--- src/rtl/clock_ctrl.sv ---
// -----------------------------------------------------------------------------
// clock_ctrl
// Mode/set controller and timekeeping sequencer for the digital clock.
//
// Ports:
//   CP         system clock, all state changes on the rising edge
//   reset      asynchronous active-low reset
//   tick       one-CP-wide 1 Hz pulse from the prescaler
//   key_mode   debounced mode key level (high while pressed)
//   key_inc    debounced increment key level (high while pressed)
//   time_hour  BCD hours 00..23
//   time_min   BCD minutes 00..59
//   time_sec   BCD seconds 00..59
//   alm_hour   BCD alarm hour
//   alm_min    BCD alarm minute
//   mode       current state: RUN=0 SET_H=1 SET_M=2 ALM_H=3 ALM_M=4
//   edit       field under edit, [1]=hour [0]=minute (display blinks these)
//   alm_en     alarm armed
//   ring       alarm sounding
//
// Key handshake: a key "press" is a single-cycle event, key & ~key_q, acting
// on the same edge that captures key_q. A held key yields one press. While
// ring is high any press only silences the alarm and is otherwise consumed.
// -----------------------------------------------------------------------------
module clock_ctrl #(
   parameter int         ALARM_LEN    = 60,
   parameter logic [7:0] ALM_RST_HOUR = 8'h07,
   parameter logic [7:0] ALM_RST_MIN  = 8'h00
) (
   input  logic       CP,
   input  logic       reset,
   input  logic       tick,
   input  logic       key_mode,
   input  logic       key_inc,
   output logic [7:0] time_hour,
   output logic [7:0] time_min,
   output logic [7:0] time_sec,
   output logic [7:0] alm_hour,
   output logic [7:0] alm_min,
   output logic [2:0] mode,
   output logic [1:0] edit,
   output logic       alm_en,
   output logic       ring
);

   typedef enum logic [2:0] {
      RUN   = 3'd0,
      SET_H = 3'd1,
      SET_M = 3'd2,
      ALM_H = 3'd3,
      ALM_M = 3'd4
   } state_t;

   localparam logic [7:0] ALEN = 8'(ALARM_LEN);

   state_t     state, state_next;
   logic       key_mode_q, key_inc_q;
   logic       press_mode, press_inc;
   logic       silence, mode_act, inc_act;
   logic       keeping, step, sec_wrap, min_wrap, match;
   logic [7:0] sec_n, min_n, hour_n, alm_hour_n, alm_min_n;
   logic [1:0] edit_next;
   logic [7:0] ring_cnt;

   // Increment a two-digit BCD value, wrapping to 00 after 'last'.
   function automatic logic [7:0] bcd_inc(input logic [7:0] v, input logic [7:0] last);
      if (v == last) return 8'h00;
      if (v[3:0] == 4'd9) return {v[7:4] + 4'd1, 4'd0};
      return {v[7:4], v[3:0] + 4'd1};
   endfunction

   assign mode = state;

   // Key decoding and next-state logic
   always_comb begin
      press_mode = key_mode & ~key_mode_q;
      press_inc  = key_inc & ~key_inc_q;
      silence    = ring & (press_mode | press_inc);
      mode_act   = press_mode & ~ring;
      // mode wins over a simultaneous inc
      inc_act    = press_inc & ~press_mode & ~ring;
      state_next = state;
      case (state)
         RUN:     if (mode_act) state_next = SET_H;
         SET_H:   if (mode_act) state_next = SET_M;
         SET_M:   if (mode_act) state_next = ALM_H;
         ALM_H:   if (mode_act) state_next = ALM_M;
         ALM_M:   if (mode_act) state_next = RUN;
         default: state_next = RUN;
      endcase
      case (state_next)
         SET_H, ALM_H: edit_next = 2'b10;
         SET_M, ALM_M: edit_next = 2'b01;
         default:      edit_next = 2'b00;
      endcase
   end

   // Timekeeping, field editing and alarm match
   always_comb begin
      keeping  = (state == RUN) || (state == ALM_H) || (state == ALM_M);
      step     = tick & keeping;
      sec_wrap = (time_sec == 8'h59);
      min_wrap = (time_min == 8'h59);
      sec_n    = step ? bcd_inc(time_sec, 8'h59) : time_sec;
      min_n    = (step & sec_wrap) ? bcd_inc(time_min, 8'h59) : time_min;
      hour_n   = (step & sec_wrap & min_wrap) ? bcd_inc(time_hour, 8'h23) : time_hour;
      // Only a tick-driven transition can fire; compares the stored alarm.
      match    = step & alm_en & (hour_n == alm_hour) & (min_n == alm_min) &
                 (sec_n == 8'h00);
      alm_hour_n = alm_hour;
      alm_min_n  = alm_min;
      if (inc_act) begin
         case (state)
            SET_H:   hour_n     = bcd_inc(time_hour, 8'h23);
            SET_M:   min_n      = bcd_inc(time_min, 8'h59);
            ALM_H:   alm_hour_n = bcd_inc(alm_hour, 8'h23);
            ALM_M:   alm_min_n  = bcd_inc(alm_min, 8'h59);
            default: ;
         endcase
      end
      if ((state == RUN) && (state_next == SET_H)) sec_n = 8'h00;
   end

   always_ff @(posedge CP or negedge reset) begin
      if (!reset) state <= RUN;
      else        state <= state_next;
   end

   always_ff @(posedge CP or negedge reset) begin
      if (!reset) begin
         key_mode_q <= 1'b0;
         key_inc_q  <= 1'b0;
         time_hour  <= 8'h00;
         time_min   <= 8'h00;
         time_sec   <= 8'h00;
         alm_hour   <= ALM_RST_HOUR;
         alm_min    <= ALM_RST_MIN;
         edit       <= 2'b00;
         alm_en     <= 1'b0;
         ring       <= 1'b0;
         ring_cnt   <= 8'd0;
      end else begin
         key_mode_q <= key_mode;
         key_inc_q  <= key_inc;
         time_hour  <= hour_n;
         time_min   <= min_n;
         time_sec   <= sec_n;
         alm_hour   <= alm_hour_n;
         alm_min    <= alm_min_n;
         edit       <= edit_next;
         if (inc_act && (state == RUN)) alm_en <= ~alm_en;
         // ring_cnt counts ticks after the matching one; the ALARM_LEN-th ends it.
         if (match) begin
            ring     <= 1'b1;
            ring_cnt <= 8'd0;
         end else if (silence) begin
            ring <= 1'b0;
         end else if (ring && tick) begin
            ring_cnt <= ring_cnt + 8'd1;
            if ((ring_cnt + 8'd1) == ALEN) ring <= 1'b0;
         end
      end
   end

endmodule

--- config.mk ---
export PLATFORM = sky130hd
export DESIGN_NAME = clock_ctrl
export DESIGN_NICKNAME = d
export VERILOG_FILES = /design/src/rtl/clock_ctrl.sv
export SDC_FILE = /design/constraint.sdc
export NUM_CORES = 1
export LEC_CHECK = 0
export ABC_AREA = 1
export CAP_MARGIN = 20
export CORE_ASPECT_RATIO = 0.5
export CORE_MARGIN = 2
export CORE_UTILIZATION = 50
export CTS_CLUSTER_DIAMETER = 40
export DETAILED_ROUTE_END_ITERATION = 8
export GPL_TIMING_DRIVEN = 0
export PLACE_DENSITY = 0.82
export SLEW_MARGIN = 20
export SYNTH_ARGS = -nofsm -noshare
export SYNTH_HDL_FRONTEND = slang
export SYNTH_SLANG_ARGS = --single-unit
--- constraint.sdc ---
create_clock -name CP -period 2.1 [get_ports CP]
set_input_delay 0.63 -clock CP [delete_from_list [all_inputs] [get_ports CP]]
set_output_delay 0.63 -clock CP [all_outputs]
set_load 0.02 [all_outputs]
==> results.toml, run 1 <==
[job]
maxCapViolCount = 0

[sta]
min_period_over_period_pct = 109
finalSetupViolCount = 10
worst_slack_ps = -179
hold_viol = 0
finalMaxSlewViolations = 0
rsz0062_at_grt = "yes"
slew_headroom_pct = 49.6
fmaxAchievable_mhz = 439
fin_skew_ps = 8.55
layout_min_cycle_time_ps = 2280
finalSetupTns_ps = -1510
tightest_slew_ps = 756

[power_and_ir_drop]
p_leak_nw = 2.82
p_clk_share_pct = 19.7
ir_worst_vdd_mv = 0.704
combPwrFrac_pct = 54.6
p_sw_share_pct = 46.5
switching_power_mw = 3.63
cell_internal_pwr_mw = 4.17
power_density_nw_per_um2 = 1330
p_seq_share_pct = 25.7

[clock_tree]
cts_tree = "done"
clkSinkCount = 57
insertion_delay_ps = 340
clk_path_buf_depth = 2
numCtsBuffers = 9
clockRootBuffer = "clkbuf_16"
clkTransAtPathRegs_ps = 60
cts_hold_buf = 0
htree_levels = 3

[setup_path]
crit_family = "simple AND/OR/NAND/NOR gates"
crit_top_cell = "nor2_4"
crit_chain = "inv_2, ha_4, nand2_4, nor2_4, nand3_4, nor2_8, buf_8, nand2_4, nand3_2, nand2_2, nor2_4, nand3_4, nor2_4, a21oi_2"
endpoint_kind = "flip-flop"
cp-start-kind = "flip-flop"
slowest_delay_ps = 410
cp_num_buf_inv = 2
crit_arrival_ps = 2490
crit_required_ps = 2310
reg2reg_slack_ps = -180
cp_max_fo = 5
critical_path_class = "flip-flop to flip-flop"
cp_slowest_cell = "dfrtp_2"

[route]
drt_first_pass_iters = 7
wire_per_inst_um = 17.0
vias = 4409
ant_nets = 0
drtIter0Drc = 448
routed_via_density = 5.73
wl_um = 13100
drc_errors = 0

[min_path]
hold_path.class = "primary input to asynchronous set/reset pin"

[place]
port_buffers = 51
post-place-cells = 719
dp_hpwl_um = 7400
routabilityCongestion = 0.887
place_area_sq_um = 4720

[final_layout]
final_cells = 770
drive_gt1_share_pct = 28.9
layout.nets = 681
final_area_sq_um = 5870
synthToLayoutAreaGrowth_pct = 45.1
antenna_cells = 0

[synthesis]
avgSynthCellArea_sq_um = 7.27
synth_top_area_share_pct = 33.4
synthCells = 556
synth_nets = 584
synth-seq-cells = 57
yosys_warnings = 0
yosysUniqueCellTypes = 43
synth_area_leaders = "dfrtp_1 (33%), nand2_1 (14%), nand3_1 (8.7%)"
synth_top_area_cell = "dfrtp_1"
syn_area_sq_um = 4040
synth-seq-area-share_pct = 35.4

[floorplan]
dieArea_sq_um = 8870
io_pins = 52
fp.dieW_um = 131
num_rows = 23
core_area_sq_um = 7910
die_h_um = 67.6
initial_utilization_pct = 51.1

[global_routing]
antenna_found_initial = 0
grt-ovfl-total = 0
grt_max_degree = 58
grt_pass1_vias = 4050
grt_pass1_wl_um = 19200
grt_usage_pct = 27.5

[status]
status = "finished, violations left"
violations = "negative setup slack"
==> cell type report <==
class                      count  area, sq um
multi-input combinational    417         2790
fill                         518         2050
sequential                    57         1450
timing repair buffer          84          823
inverter                      77          293
clock buffer                  14          274
tap                          112          140
buffer                         6         53.8
clock inverter                 2         35.0
timing repair inverter         1         7.51
==> metrics by stage <==
stage,util [%],power [mW],hold slack [ps],setup WS [ps]
CTS,68.9,7.19,391,-157
global route,74.2,8.28,413,-284
global placement,59.7,5.14,514,-1580
floorplan,-,4.06,334,8.49
detailed placement,59.6,5.24,545,-883
finish,74.2,7.80,338,-179
==> cell families (layout without fill, tap and decap cells) <==
group / count (synthesis) / in the layout / synth area share, %
buf+inv: 84 / 184 / 8.29
simple gates: 309 / 311 / 36.0
compound gates: 69 / 69 / 10.2
xor+xnor: 13 / 13 / 2.82
mux: 1 / 1 / 0.248
flops: 57 / 57 / 35.4
fa+ha+maj: 23 / 23 / 7.12
==> worst paths after layout <==
| check | to | depth (start not counted) | from |
|---|---|---|---|
| max in group asynchronous | time_hour[1] | 1 | reset |
| setup reg to reg | ring_cnt[5] | 14 | time_sec[1] |
| hold / removal | time_min[3] | 1 | reset |
| hold reg to reg | alm_hour[0] | 2 | alm_hour[0] |
| setup / recovery | ring_cnt[5] | 14 | time_sec[1] |
| min in group CP | alm_hour[0] | 2 | alm_hour[0] |
==> state kept, by name (all words and copies together) (netlist names) <==
register	cells
alm_en	1
alm_hour	8
alm_min	8
edit	2
key_inc_q	1
key_mode_q	1
mode	3
ring	1
ring_cnt	8
time_hour	8
time_min	8
time_sec	8
==> cell usage after synthesis (all sizes together) <==
library cell  count
a211oi            3
a21boi            1
a21o              1
a21oi            20
a31oi             3
buf               4
clkbuf            3
dfrtp            54
dfstp             3
ha               23
inv              77
mux2i             1
nand2           152
nand3            77
nand3b            2
nand4            13
nor2             55
nor3              6
nor3b             2
nor4              1
o211a             1
o211ai            2
o21a              2
o21ai            27
o221ai            3
o22ai             5
o32ai             1
or2               1
xnor2             2
xor2             11
==> power by group through the flow <==
stage | logic [mW] | clock network, mW | registers [mW]
floorplan | 1.78 | 0 | 2.28
global placement | 3.15 | 0 | 1.99
detailed placement | 3.25 | 0 | 2.00
CTS | 3.68 | 1.53 | 1.97
global route | 4.63 | 1.60 | 2.06
finish | 4.26 | 1.54 | 2.00
==> cell usage in the layout (no fill, tap or decap), types with 12 or more instances in the layout <==
master,instances
nand2_1,119
inv_1,63
nand3_1,50
dfrtp_1,40
nor2_1,34
clkdlybuf4s50_1,33
buf_4,29
nand2_2,22
o21ai_0,22
nor2_4,19
ha_1,18
nand3_2,17
dfrtp_2,14
inv_2,13
nand4_1,12
==> per-layer routing <==
layer | share of wire [%] | vias up | routed length (um) | global-route usage, %
met4 | 2.6 | 0 | 344 | 11.4
met2 | 49 | 201 | 6390 | 49.4
met1 | 42 | 2126 | 5440 | 33.2
met5 | 0 | - | 0 | 0
met3 | 6.8 | 47 | 891 | 6.01
li1 | - | 2035 | - | -
==> repair_timing <==
action / 4_1_cts / 5_1_grt
setup endpoints to repair: 40 / 40
buffers inserted: 10 / 23
cloned: 3 / 1
pin swaps: 27 / 29
gates resized for setup: 79 / 79
Note: power is estimated with default switching activity, not from simulation.
==> run 2, diff against run 1 <==
--- a/config.mk
+++ b/config.mk
@@ -8,7 +8,7 @@
 export ABC_AREA = 1
 export CAP_MARGIN = 20
 export CORE_ASPECT_RATIO = 0.5
-export CORE_MARGIN = 2
+export CORE_MARGIN = 1.5
 export CORE_UTILIZATION = 50
 export CTS_CLUSTER_DIAMETER = 40
 export DETAILED_ROUTE_END_ITERATION = 8
==> run 2 against run 1 <==
Critical path depth is the same. Maximum frequency shrank 2.7%. Largest power group unchanged. Largest cell class unchanged. Critical path type unchanged. The flow still finishes with violations (negative setup slack). Clock-buffer cell count shrank 2. Die area shrank 2.2%. Global-route usage grew 1.8 points.
==> results.toml, run 2 (synthesis results as in run 1) <==
[clock_tree]
htree_levels = 3
clockRootBuffer = "clkbuf_16"
cts_hold_buf = 0
clkSinkCount = 57
clkTransAtPathRegs_ps = 50
cts_tree = "done"
insertion_delay_ps = 330
numCtsBuffers = 9
clk_path_buf_depth = 2

[place]
routabilityCongestion = 0.882
dp_hpwl_um = 7490
port_buffers = 51
place_area_sq_um = 4740

[final_layout]
synthToLayoutAreaGrowth_pct = 42.9
final_util_pct = 76.3
layout.nets = 678
layout_common_cells = "nand2_1 (117), inv_1 (64), nand3_1 (55)"
final_area_sq_um = 5780
antenna_cells = 0
final.fill_count = 490
final_common_cell = "nand2_1"
drive_gt1_share_pct = 26.6

[global_routing]
grt-ovfl-total = 0
grt_usage_pct = 29.3
grt_pass1_vias = 4059
antenna_found_initial = 0
grt_max_degree = 58
grt_pass1_wl_um = 19300

[sta]
fin_skew_ps = 8.67
fin_hold_ws_ps = 267
fmaxAchievable_mhz = 427
hold_viol = 0
layout_min_cycle_time_ps = 2340
finalSetupViolCount = 10
tightest_slew_ps = 460
worst_slack_ps = -243
rsz0062_at_grt = "yes"
finalMaxSlewViolations = 0
slew_headroom_pct = 69.4
min_period_over_period_pct = 112

[setup_path]
crit_arrival_ps = 2550
cp-start-kind = "flip-flop"
critical_path_class = "flip-flop to flip-flop"
endpoint_kind = "flip-flop"
slowest_delay_ps = 410
crit_required_ps = 2310
crit_family = "simple AND/OR/NAND/NOR gates"
cp_slowest_cell = "dfrtp_2"
crit_chain = "inv_2, ha_4, nand2_4, nor2_4, buf_4, nand3_2, nand2_1, inv_1, nor2_1, nand4_1, nor2_4, nand2_4, nor2_4, a21oi_2"
crit_top_cell = "nor2_4"
cp_num_buf_inv = 3
cp_max_fo = 5

[power_and_ir_drop]
ir_worst_vdd_mv = 0.795
p_leak_nw = 2.84
switching_power_mw = 3.57
p_clk_share_pct = 18.8
cell_internal_pwr_mw = 3.99
combPwrFrac_pct = 55.0
p_sw_share_pct = 47.3
p_seq_share_pct = 26.2
power_density_nw_per_um2 = 1310

[status]
violations = "negative setup slack"
status = "finished, violations left"

[floorplan]
core_area_sq_um = 7570
initial_utilization_pct = 53.4
die_h_um = 66.6
io_pins = 52
fp.dieW_um = 130
dieArea_sq_um = 8670
num_rows = 22

[min_path]
hold_path.class = "primary input to asynchronous set/reset pin"

[route]
routed_via_density = 5.94
drt_first_pass_iters = 7
drc_errors = 0
ant_nets = 0
vias = 4535
wl_um = 13500
drtIter0Drc = 420
wire_per_inst_um = 17.7

[job]
maxCapViolCount = 0
## run 2: changes by cell type in the layout (fill, tap and decap cells not counted), moves of 2 or more
cell and change:
nand2_1 -2, buf_4 -3, clkbuf_8 -3, inv_2 -2, dfrtp_1 +6, nand3_2 -4
buf_12 -2, dlygate4sd2_1 +2, dfrtp_2 -6, nand3_1 +5, clkinv_2 +2
## run 2: layout make-up
cell class | count | area [sq um] | area share (%)
multi-input cells | 417 | 2750 | 47.6
flip-flops and latches | 57 | 1440 | 24.9
repair buffers | 81 | 815 | 14.1
inverters | 77 | 295 | 5.11
clock buffers | 12 | 236 | 4.09
well taps | 108 | 135 | 2.34
plain buffers | 6 | 51.3 | 0.888
clock inverters | 4 | 45.0 | 0.780
repair inverters | 1 | 7.51 | 0.130
## run 2: power by group through the flow
| stage | Combinational [mW] | Sequential [mW] | Clock, mW |
|---|---|---|---|
| final | 4.16 | 1.98 | 1.42 |
| after global routing | 4.51 | 2.03 | 1.48 |
| after detailed placement | 3.27 | 2.00 | 0 |
| after global placement | 3.15 | 1.99 | 0 |
| after CTS | 3.69 | 1.97 | 1.44 |
| after floorplan | 1.78 | 2.28 | 0 |
## run 2: final timing paths
check,slack (ps),cells after the start,from,to
max in group asynchronous,1510,2,reset,alm_hour[2]
worst max register to register,-240,14,time_sec[1],ring_cnt[4]
min in group CP,480,1,key_inc,key_inc_q
worst min-delay path,270,2,reset,time_min[3]
worst max-delay path,-240,14,time_sec[1],ring_cnt[4]
worst min register to register,530,1,alm_en,alm_en
## run 2: through the flow
stage	power [mW]	TNS [ps]	worst slack, ps	instances
6_report	7.56	-1810	-243	763
5_1_grt	8.02	-3170	-314	763
4_1_cts	7.09	-667	-115	748
3_5_place_dp	5.27	-25140	-919	716
3_3_place_gp	5.15	-101140	-1610	715
2_1_floorplan	4.06	0	8.49	556
## run 2: routing by layer
metal  vias up  routed length, um  track usage (%)
li1       2023                  -                -
met4         0                578             12.4
met3        72               1160             6.59
met1      2165               5220             36.0
met5         -                  0                0
met2       275               6510             50.1
## run 2: repair_timing
action,CTS,global route
cloned,3,1
resized for setup,72,73
pin swaps,23,36
setup buffers,14,14
endpoints found under the setup margin,43,44
## run 2: worst register-to-register path, cell delays in order (launching register included)
cell     delay [ps]
dfrtp_2         410
inv_2            80
ha_4            160
nand2_4          60
nor2_4          150
buf_4           150
nand3_2         120
nand2_1         100
inv_1            50
nor2_1          180
nand4_1         180
nor2_4          170
nand2_4          80
nor2_4          230
a21oi_2         100
==> run 3, diff against run 2 <==
--- a/config.mk
+++ b/config.mk
@@ -13,8 +13,10 @@
 export CTS_CLUSTER_DIAMETER = 40
 export DETAILED_ROUTE_END_ITERATION = 8
 export GPL_TIMING_DRIVEN = 0
+export HOLD_SLACK_MARGIN = 0.15
 export PLACE_DENSITY = 0.82
 export SLEW_MARGIN = 20
 export SYNTH_ARGS = -nofsm -noshare
 export SYNTH_HDL_FRONTEND = slang
 export SYNTH_SLANG_ARGS = --single-unit
+export TNS_END_PERCENT = 100
==> results of run 3 <==
The final DEF is identical to that of run 2; final timing and power are the same.
